--- src/rtl/vga_timing_pkg.sv ---
`default_nettype none
// ============================================================================
// Module      : vga_timing_pkg
// Description : Default 640x480@60 timing constants, the derived totals and
//               sync-window bounds, plus small helpers for deriving them.
// Revision    : 1.0 - initial parametrised release
// ============================================================================
package vga_timing_pkg;

    // Default horizontal geometry (pixels)
    localparam int c_h_display = 640;
    localparam int c_h_front   = 16;
    localparam int c_h_sync    = 96;
    localparam int c_h_back    = 48;

    // Default vertical geometry (lines)
    localparam int c_v_display = 480;
    localparam int c_v_bottom  = 10;
    localparam int c_v_sync    = 2;
    localparam int c_v_top     = 33;

    // Total line length / frame height of a timing set
    function automatic int total_of(input int disp, input int porch_a,
                                    input int sync, input int porch_b);
        return disp + porch_a + sync + porch_b;
    endfunction

    // First and last position of a sync window
    function automatic int sync_first(input int disp, input int porch);
        return disp + porch;
    endfunction

    function automatic int sync_last(input int disp, input int porch, input int sync);
        return disp + porch + sync - 1;
    endfunction

    localparam int c_h_total    = total_of(c_h_display, c_h_front, c_h_sync, c_h_back);
    localparam int c_v_total    = total_of(c_v_display, c_v_bottom, c_v_sync, c_v_top);
    localparam int c_hs_start   = sync_first(c_h_display, c_h_front);
    localparam int c_hs_end     = sync_last(c_h_display, c_h_front, c_h_sync);
    localparam int c_vs_start   = sync_first(c_v_display, c_v_bottom);
    localparam int c_vs_end     = sync_last(c_v_display, c_v_bottom, c_v_sync);

endpackage
`default_nettype wire

--- src/rtl/vga_pix_div.sv ---
`default_nettype none
// ============================================================================
// Module      : vga_pix_div
// Description : Pixel-clock divider. Produces a one-clk tick every PIX_DIV
//               clocks; a constant 1 when PIX_DIV is 1.
// Revision    : 1.0 - initial release
// ============================================================================
module vga_pix_div #(
    parameter int PIX_DIV = 1
) (
    input  logic clk,
    input  logic reset,
    output logic tick
);

    generate
        if (PIX_DIV <= 1) begin : g_passthru
            // Every clock is a pixel; clk and reset are intentionally unused.
            logic w_unused;
            assign w_unused = &{1'b0, clk, reset};
            assign tick     = 1'b1;
        end else begin : g_count
            localparam int              c_dw   = $clog2(PIX_DIV);
            localparam logic [c_dw-1:0] c_last = c_dw'(PIX_DIV - 1);

            logic [c_dw-1:0] r_div;

            // Free-running 0..PIX_DIV-1 phase counter, cleared by reset
            always_ff @(posedge clk) begin
                if (reset) begin
                    r_div <= '0;
                end else if (r_div == c_last) begin
                    r_div <= '0;
                end else begin
                    r_div <= r_div + 1'b1;
                end
            end

            assign tick = (r_div == c_last);
        end
    endgenerate

endmodule
`default_nettype wire

--- src/rtl/vga_timing_gen.sv ---
`default_nettype none
// ============================================================================
// Module      : vga_timing_gen
// Description : Parametrised VGA raster timing generator. Position, sync,
//               blanking and strobes all come from one register stage.
//               Optional macro VGA_TIMING_FRAME_CNT_EN enables frame_count;
//               without it frame_count is tied to zero.
// Revision    : 1.0 - initial parametrised release
// ============================================================================
module vga_timing_gen
    import vga_timing_pkg::*;
#(
    parameter int H_DISPLAY  = c_h_display,
    parameter int H_FRONT    = c_h_front,
    parameter int H_SYNC     = c_h_sync,
    parameter int H_BACK     = c_h_back,
    parameter int V_DISPLAY  = c_v_display,
    parameter int V_BOTTOM   = c_v_bottom,
    parameter int V_SYNC     = c_v_sync,
    parameter int V_TOP      = c_v_top,
    parameter bit H_SYNC_POL = 1'b0,
    parameter bit V_SYNC_POL = 1'b0,
    parameter int PIX_DIV    = 1,
    parameter int CW         = 10,
    parameter int FRAME_W    = 8
) (
    input  logic               clk,
    input  logic               reset,
    output logic [CW-1:0]      haddr,
    output logic [CW-1:0]      vaddr,
    output logic               hsync,
    output logic               vsync,
    output logic               display_on,
    output logic               pix_en,
    output logic               line_start,
    output logic               frame_start,
    output logic [FRAME_W-1:0] frame_count
);

    localparam int c_h_tot = total_of(H_DISPLAY, H_FRONT, H_SYNC, H_BACK);
    localparam int c_v_tot = total_of(V_DISPLAY, V_BOTTOM, V_SYNC, V_TOP);

    // Decode constants are one bit wider than the counters so a display
    // width equal to 2^CW still compares correctly.
    localparam logic [CW:0]   c_hd_x   = (CW+1)'(H_DISPLAY);
    localparam logic [CW:0]   c_vd_x   = (CW+1)'(V_DISPLAY);
    localparam logic [CW:0]   c_hs_s_x = (CW+1)'(sync_first(H_DISPLAY, H_FRONT));
    localparam logic [CW:0]   c_hs_e_x = (CW+1)'(sync_last(H_DISPLAY, H_FRONT, H_SYNC));
    localparam logic [CW:0]   c_vs_s_x = (CW+1)'(sync_first(V_DISPLAY, V_BOTTOM));
    localparam logic [CW:0]   c_vs_e_x = (CW+1)'(sync_last(V_DISPLAY, V_BOTTOM, V_SYNC));
    localparam logic [CW-1:0] c_h_last = CW'(c_h_tot - 1);
    localparam logic [CW-1:0] c_v_last = CW'(c_v_tot - 1);

    generate
        if ((c_h_tot > (1 << CW)) || (c_v_tot > (1 << CW))) begin : g_bad_cw
            $error("vga_timing_gen: CW too narrow for H_TOTAL/V_TOTAL");
        end
    endgenerate

    logic          w_tick;
    logic [CW-1:0] r_hcnt;
    logic [CW-1:0] r_vcnt;
    logic [CW:0]   w_hx;
    logic [CW:0]   w_vx;
    logic          w_hs_act;
    logic          w_vs_act;
    logic          w_de;
    logic          w_line;
    logic          w_frame;

    vga_pix_div #(
        .PIX_DIV (PIX_DIV)
    ) u_pix_div (
        .clk   (clk),
        .reset (reset),
        .tick  (w_tick)
    );

    assign w_hx     = {1'b0, r_hcnt};
    assign w_vx     = {1'b0, r_vcnt};
    assign w_hs_act = (w_hx >= c_hs_s_x) && (w_hx <= c_hs_e_x);
    assign w_vs_act = (w_vx >= c_vs_s_x) && (w_vx <= c_vs_e_x);
    assign w_de     = (w_hx < c_hd_x) && (w_vx < c_vd_x);
    assign w_line   = (r_hcnt == '0);
    assign w_frame  = w_line && (r_vcnt == '0);

    // Raster position counters: advance one pixel per tick, wrap per line/frame
    always_ff @(posedge clk) begin
        if (reset) begin
            r_hcnt <= '0;
            r_vcnt <= '0;
        end else if (w_tick) begin
            if (r_hcnt == c_h_last) begin
                r_hcnt <= '0;
                r_vcnt <= (r_vcnt == c_v_last) ? '0 : r_vcnt + 1'b1;
            end else begin
                r_hcnt <= r_hcnt + 1'b1;
            end
        end
    end

    // Output stage: load the decode of the current position on each tick
    always_ff @(posedge clk) begin
        if (reset) begin
            haddr       <= '0;
            vaddr       <= '0;
            hsync       <= ~H_SYNC_POL;
            vsync       <= ~V_SYNC_POL;
            display_on  <= 1'b0;
            pix_en      <= 1'b0;
            line_start  <= 1'b0;
            frame_start <= 1'b0;
        end else if (w_tick) begin
            haddr       <= r_hcnt;
            vaddr       <= r_vcnt;
            hsync       <= w_hs_act ? H_SYNC_POL : ~H_SYNC_POL;
            vsync       <= w_vs_act ? V_SYNC_POL : ~V_SYNC_POL;
            display_on  <= w_de;
            pix_en      <= 1'b1;
            line_start  <= w_line;
            frame_start <= w_frame;
        end else begin
            pix_en      <= 1'b0;
            line_start  <= 1'b0;
            frame_start <= 1'b0;
        end
    end

`ifdef VGA_TIMING_FRAME_CNT_EN
    logic               r_fc_armed;
    logic [FRAME_W-1:0] r_frame_count;

    // Count completed frames; the first frame_start after reset only arms
    always_ff @(posedge clk) begin
        if (reset) begin
            r_fc_armed    <= 1'b0;
            r_frame_count <= '0;
        end else if (w_tick && w_frame) begin
            r_fc_armed <= 1'b1;
            if (r_fc_armed) begin
                r_frame_count <= r_frame_count + 1'b1;
            end
        end
    end

    assign frame_count = r_frame_count;
`else
    assign frame_count = '0;
`endif

endmodule
`default_nettype wire

--- config.mk ---
export PLATFORM = sky130hd
export DESIGN_NAME = vga_timing_gen
export DESIGN_NICKNAME = d
export VERILOG_FILES = /design/src/rtl/vga_timing_pkg.sv /design/src/rtl/vga_pix_div.sv /design/src/rtl/vga_timing_gen.sv
export SDC_FILE = /design/constraint.sdc
export NUM_CORES = 1
export LEC_CHECK = 0
export CORE_MARGIN = 3
export CORE_UTILIZATION = 45
export DETAILED_ROUTE_END_ITERATION = 6
export PLACE_DENSITY = 0.75
export SYNTH_ARGS = -nofsm -noshare
export SYNTH_HDL_FRONTEND = slang
export SYNTH_SLANG_ARGS = --single-unit
--- constraint.sdc ---
create_clock -name clk -period 1.8 [get_ports clk]
set_input_delay 0.36 -clock clk [delete_from_list [all_inputs] [get_ports clk]]
set_output_delay 0.36 -clock clk [all_outputs]
set_load 0.01 [all_outputs]
==> metrics.csv, run 1 <==
metric,value,unit
run_status,finished clean,
antenna_found_initial,0,
ant_nets,0,
hold_path.class,reg2reg,
hold_buffers,0,
fin_crit_sh,95.3,%
grt_start_max_net_pins,15,
fin_skew,6.53,ps
design.die.area,4740,um^2
finalSetupTns,0,ps
drive_above_1_share,14.5,%
cp_data_arrival_time,1940,ps
setup_viol,0,
cts_tree,built,
final_nets,240,
multi_input_area,754,um^2
netlist_instances,189,
htreeDepth,2,
synth_area_per_cell,9.40,um^2
via_per_inst,4.87,
synth.area.top_cells,"dfxtp_1 (52%), nor2_1 (5.5%), nor2b_1 (5.3%), xnor2_1 (4.9%), ha_1 (3.5%)",
cts_buffers,5,
powerDensity,774,nW/um^2
ir_worst_vdd,598,uV
hold_violations,0,
critPathCaptureType,register,
min_period,1720,ps
gp_congestion,0.833,
ff_latch_area,922,um^2
grt_pass1_vias,1220,
cts.clk_slew.worst_paths,80,ps
avgRoutedWirePerCell,11.8,um
cp.required,2030,ps
cts_root_buf,clkbuf_8,
start_util,47.5,%
insertedDiodeCount,0,
critPathMaxFanout,5,
crit_type,reg2reg,
die_h,68.8,um
clk_path_buf_depth,2,
crit_path_cell_trace,"ha_2, nand4_1, or4_4, or3_1, a21oi_1",
final_common_cell,dfxtp_1,
fillers,334,
cts_setup_buffers,0,
grt_pass1_wl,5510,um
die_w,68.8,um
clk_latency,300,ps
drt_wl_total,3330,um
dr.pass1.iters,4,
final_cell_mix,"dfxtp_1 (45), clkdlybuf4s50_1 (27), nor2_1 (26)",
synth.cell_area,1780,um^2
grt_overflow,0,
p_leak,0.893,nW
cts_num_sinks,46,
startpoint_type,register,
port-buffer-count,27,
rsz0062_at_grt,no,
num_vias,1374,
io_pins,36,
yosysTopAreaCellShare,51.8,%
post-route-drc-count,0,
grt_usage,16.1,%
drt_iter0_markers,115,
syn_to_final_growth,28.5,%
coreArea,3740,um^2
cp_slowest_cell,or4_4,
finalPower,0.00177,W
yosys.area.top_type,dfxtp_1,
drv_slew,0,
rows,22,
drv_cap,0,
max_stage_delay,460,ps
post-dp-hpwl,2440,um
synth-seq-cells,46,
yosys_warnings,0,
cts_resized,0,
fin_util,61.0,%
ys_types,35,
fmax,583,MHz
yosysSeqAreaShare,51.8,%
synthesized netlist by cell type:
| cell | n |
|---|---|
| nand4b_1 | 1 |
| nand2_1 | 5 |
| buf_4 | 8 |
| mux2i_1 | 1 |
| o21a_1 | 1 |
| nand4_1 | 7 |
| o21ai_0 | 3 |
| conb_1 | 1 |
| buf_2 | 1 |
| clkbuf_1 | 5 |
| nor2b_1 | 15 |
| xnor2_1 | 10 |
| nand3_1 | 9 |
| or3b_2 | 1 |
| or4_1 | 1 |
| or4_4 | 1 |
| o31ai_1 | 1 |
| nor4_1 | 5 |
| nand4b_2 | 1 |
| dfxtp_1 | 46 |
| nor2_1 | 26 |
| o41ai_1 | 1 |
| nor4bb_1 | 1 |
| buf_1 | 2 |
| or2_1 | 1 |
| and3_1 | 2 |
| or2_2 | 1 |
| inv_1 | 9 |
| ha_1 | 5 |
| nand2b_1 | 1 |
| buf_6 | 1 |
| xor2_1 | 3 |
| or3_1 | 2 |
| a21oi_1 | 4 |
| nor3_1 | 7 |
where the power goes:
group	internal (W)	total [W]	switching, W	leakage (nW)
clock	0.000310	0.000635	0.000325	0.0482
combinational	0.0000403	0.0000875	0.0000471	0.472
sequential	0.00103	0.00104	0.0000105	0.373
total	0.00138	0.00177	0.000383	0.893
sequential cells by signal, indices dropped and copies added (netlist names):
signal / flops
display_on: 1
frame_start: 1
haddr: 10
hsync: 1
line_start: 1
pix_en: 1
r_hcnt: 10
r_vcnt: 10
vaddr: 10
vsync: 1
cells by family (layout without fill, tap and decap cells):
| family | Yosys count | after routing | share of synthesized area [%] |
|---|---|---|---|
| flops | 46 | 46 | 51.8 |
| buf+inv | 26 | 64 | 7.68 |
| other cells | 1 | 8 | 0.211 |
| mux | 1 | 1 | 0.563 |
| simple gates | 87 | 87 | 26.5 |
| xor+xnor | 13 | 13 | 6.41 |
| compound gates | 10 | 10 | 3.31 |
| fa+ha+maj | 5 | 5 | 3.52 |
cell type report:
type / instances / share of cell area (%)
sequential: 46 / 40.4
multi-input combinational: 124 / 33.1
timing repair buffer: 47 / 18.4
clock buffer: 7 / 3.78
tap: 48 / 2.63
inverter: 9 / 1.48
clock inverter: 1 / 0.219
worst paths after layout:
check / end / slack, ps / startpoint / cells past startpoint
worst max register to register: r_vcnt[7]$_SDFFE_PP0N_ / 80 / r_hcnt[1]$_SDFF_PP0_ / 5
worst min-delay path: haddr[1]$_SDFF_PP0_ / 520 / r_hcnt[1]$_SDFF_PP0_ / 2
worst min register to register: haddr[1]$_SDFF_PP0_ / 520 / r_hcnt[1]$_SDFF_PP0_ / 2
worst max-delay path: r_vcnt[7]$_SDFFE_PP0N_ / 80 / r_hcnt[1]$_SDFF_PP0_ / 5
per-stage QoR:
step           setup WS, ps  hold WS (ps)  cell area (um^2)  instances
3_5_place_dp           70.0           494              2180        274
3_3_place_gp            110           492              2180        274
4_1_cts                26.3           529              2270        282
5_1_grt                13.8           540              2280        282
2_1_floorplan          12.4           441              1800        196
6_report               85.0           521              2280        282
critical path, delay by kind of cell, from the launching register on:
family	cells	cell delay [ps]
flip-flops	1	370
adder cells (fa/ha/maj)	1	210
AND/OR/NAND/NOR	3	880
AO/OA/AOI/OAI	1	180
layer usage:
| metal | wire length [um] | vias up | GRT usage (%) |
|---|---|---|---|
| met5 | 0 | - | 0 |
| met4 | 50 | 0 | 6.08 |
| met3 | 171 | 7 | 6.48 |
| met2 | 1630 | 25 | 26.5 |
| met1 | 1470 | 642 | 18.8 |
| li1 | - | 700 | - |
No activity file was read; power rests on OpenSTA's default activity.
==> run 2, diff against run 1 <==
--- a/config.mk
+++ b/config.mk
@@ -5,10 +5,11 @@
 export SDC_FILE = /design/constraint.sdc
 export NUM_CORES = 1
 export LEC_CHECK = 0
+export ABC_CLOCK_PERIOD_IN_PS = 1800
 export CORE_MARGIN = 3
-export CORE_UTILIZATION = 45
+export CORE_UTILIZATION = 35
 export DETAILED_ROUTE_END_ITERATION = 6
-export PLACE_DENSITY = 0.75
+export PLACE_DENSITY = 0.61
 export SYNTH_ARGS = -nofsm -noshare
 export SYNTH_HDL_FRONTEND = slang
 export SYNTH_SLANG_ARGS = --single-unit
==> run 2 against run 1 <==
Effect of this change: hold slack better by 3.2 ps; utilization fell by 12 points; critical path depth stayed put; routed wire length rose by 4.9%; register-to-register slack is essentially flat; via count decreased by 0.73%; critical path type unchanged; combinational power rose by 11%; power is 8.4% higher; cell area is 2.6% higher; largest power group unchanged; critical endpoint is now r_vcnt[9]$_SDFFE_PP0N_.
==> metrics.csv, run 2 (synthesis results as in run 1) <==
metric,value,unit,change
startpoint_type,register,,
drt_wl_total,3490,um,+4.9%
fin_crit_sh,95.1,%,-0.21 points
htreeDepth,2,,unchanged
via_per_inst,4.50,,-7.6%
drv_slew,0,,unchanged
hold_violations,0,,unchanged
die_h,77.3,um,+12%
gp_congestion,0.817,,-2.0%
start_util,36.9,%,-11 points
cts_tree,built,,
fin_skew,7.98,ps,+1.46 ps
cts_setup_buffers,0,,unchanged
min_period,1710,ps,-3.84 ps
num_vias,1364,,-0.73%
drv_cap,0,,unchanged
cts_buffers,5,,unchanged
final_common_cell,dfxtp_1,,
grt_pass1_vias,1316,,+7.9%
run_status,finished clean,,
setup_viol,0,,unchanged
die_w,77.3,um,+12%
final_nets,242,,+0.83%
post-dp-hpwl,2550,um,+4.5%
p_leak,0.904,nW,+1.2%
ant_nets,0,,unchanged
grt_overflow,0,,unchanged
dp_slack,101,ps,+31.3 ps
post-route-drc-count,0,,unchanged
port-buffer-count,27,,unchanged
cts_num_sinks,46,,unchanged
dr.pass1.iters,4,,unchanged
fmax,584,MHz,+0.22%
grt_pass1_wl,6060,um,+9.9%
clk_latency,310,ps,about the same
design.die.area,5970,um^2,+26%
finalSetupTns,0,ps,unchanged
hold_path.class,reg2reg,,
powerDensity,817,nW/um^2,+5.6%
r2r_setup_slack,90,ps,about the same
crit_type,reg2reg,,
dp_cells,295,,+7.7%
cp.required,2050,ps,+20 ps
layoutNonFillerInstCount,303,,+7.4%
grt_usage,13.0,%,-3.1 points
insertedDiodeCount,0,,unchanged
final_cell_mix,"dfxtp_1 (46), clkdlybuf4s50_1 (27), nor2_1 (26)",,
cp_data_arrival_time,1960,ps,+20 ps
finalPower,0.00191,W,+8.4%
io_pins,36,,unchanged
drive_above_1_share,15.3,%,+0.72 points
drt_iter0_markers,54,,-53%
clk_path_buf_depth,2,,unchanged
critPathMaxFanout,5,,unchanged
coreArea,4820,um^2,+29%
syn_to_final_growth,31.8,%,
avgRoutedWirePerCell,11.5,um,-2.4%
rsz0062_at_grt,no,,
grt_start_max_net_pins,16,,+1
ir_worst_vdd,415,uV,-31%
antenna_found_initial,0,,unchanged
rows,25,,+14%
fin_ws,88.8,ps,+3.84 ps
cts_root_buf,clkbuf_8,,
cts.clk_slew.worst_paths,90,ps,about the same
critPathCaptureType,register,,
## run 2: final cells by class
class | instances | area, um^2
flip-flops and latches | 46 | 921
clock inverters | 3 | 45.0
multi-input cells | 124 | 754
repair buffers | 49 | 435
well taps | 67 | 83.8
inverters | 9 | 33.8
fillers | 502 | 2470
clock buffers | 5 | 68.8
## run 2: worst max-delay path: stages (launching register included)
cell and delay [ps]:
dfxtp_1 360, ha_2 220, nand4_1 110, or4_4 460
or3_1 360, a21oi_1 150
## run 2: power by group
part | total (W) | internal [W] | leakage [nW] | switching, W
clock | 0.000776 | 0.000413 | 0.0504 | 0.000363
combinational | 0.0000967 | 0.0000462 | 0.481 | 0.0000505
sequential | 0.00104 | 0.00103 | 0.373 | 0.00000844
## run 2: timing repair
item | CTS | global route
gates resized for setup | 0 | 2
hold buffers | 0 | 0
setup endpoints to repair | 0 | 4
## run 2: final timing paths
check / startpoint / endpoint / cells past startpoint
worst min register to register: r_vcnt[9]$_SDFFE_PP0N_ / display_on$_SDFF_PP0_ / 1
worst min-delay path: r_vcnt[9]$_SDFFE_PP0N_ / display_on$_SDFF_PP0_ / 1
worst max-delay path: r_hcnt[0]$_SDFF_PP0_ / r_vcnt[9]$_SDFFE_PP0N_ / 5
worst max register to register: r_hcnt[0]$_SDFF_PP0_ / r_vcnt[9]$_SDFFE_PP0N_ / 5
## run 2: metrics by stage
step | instance area [um^2] | hold WS, ps | util [%]
global placement | 2220 | 502 | 46.1
floorplan | 1800 | 441 | -
detailed placement | 2220 | 509 | 46.1
CTS | 2330 | 521 | 48.4
finish | 2340 | 524 | 48.6
global route | 2340 | 546 | 48.6
## run 2: per-layer routing
layer	GRT usage, %	vias to the layer above	share of wire, %
li1	-	698	-
met1	14.8	624	44
met2	21.6	35	48
met3	3.64	7	5.8
met4	7.65	0	2.6
met5	0	-	0
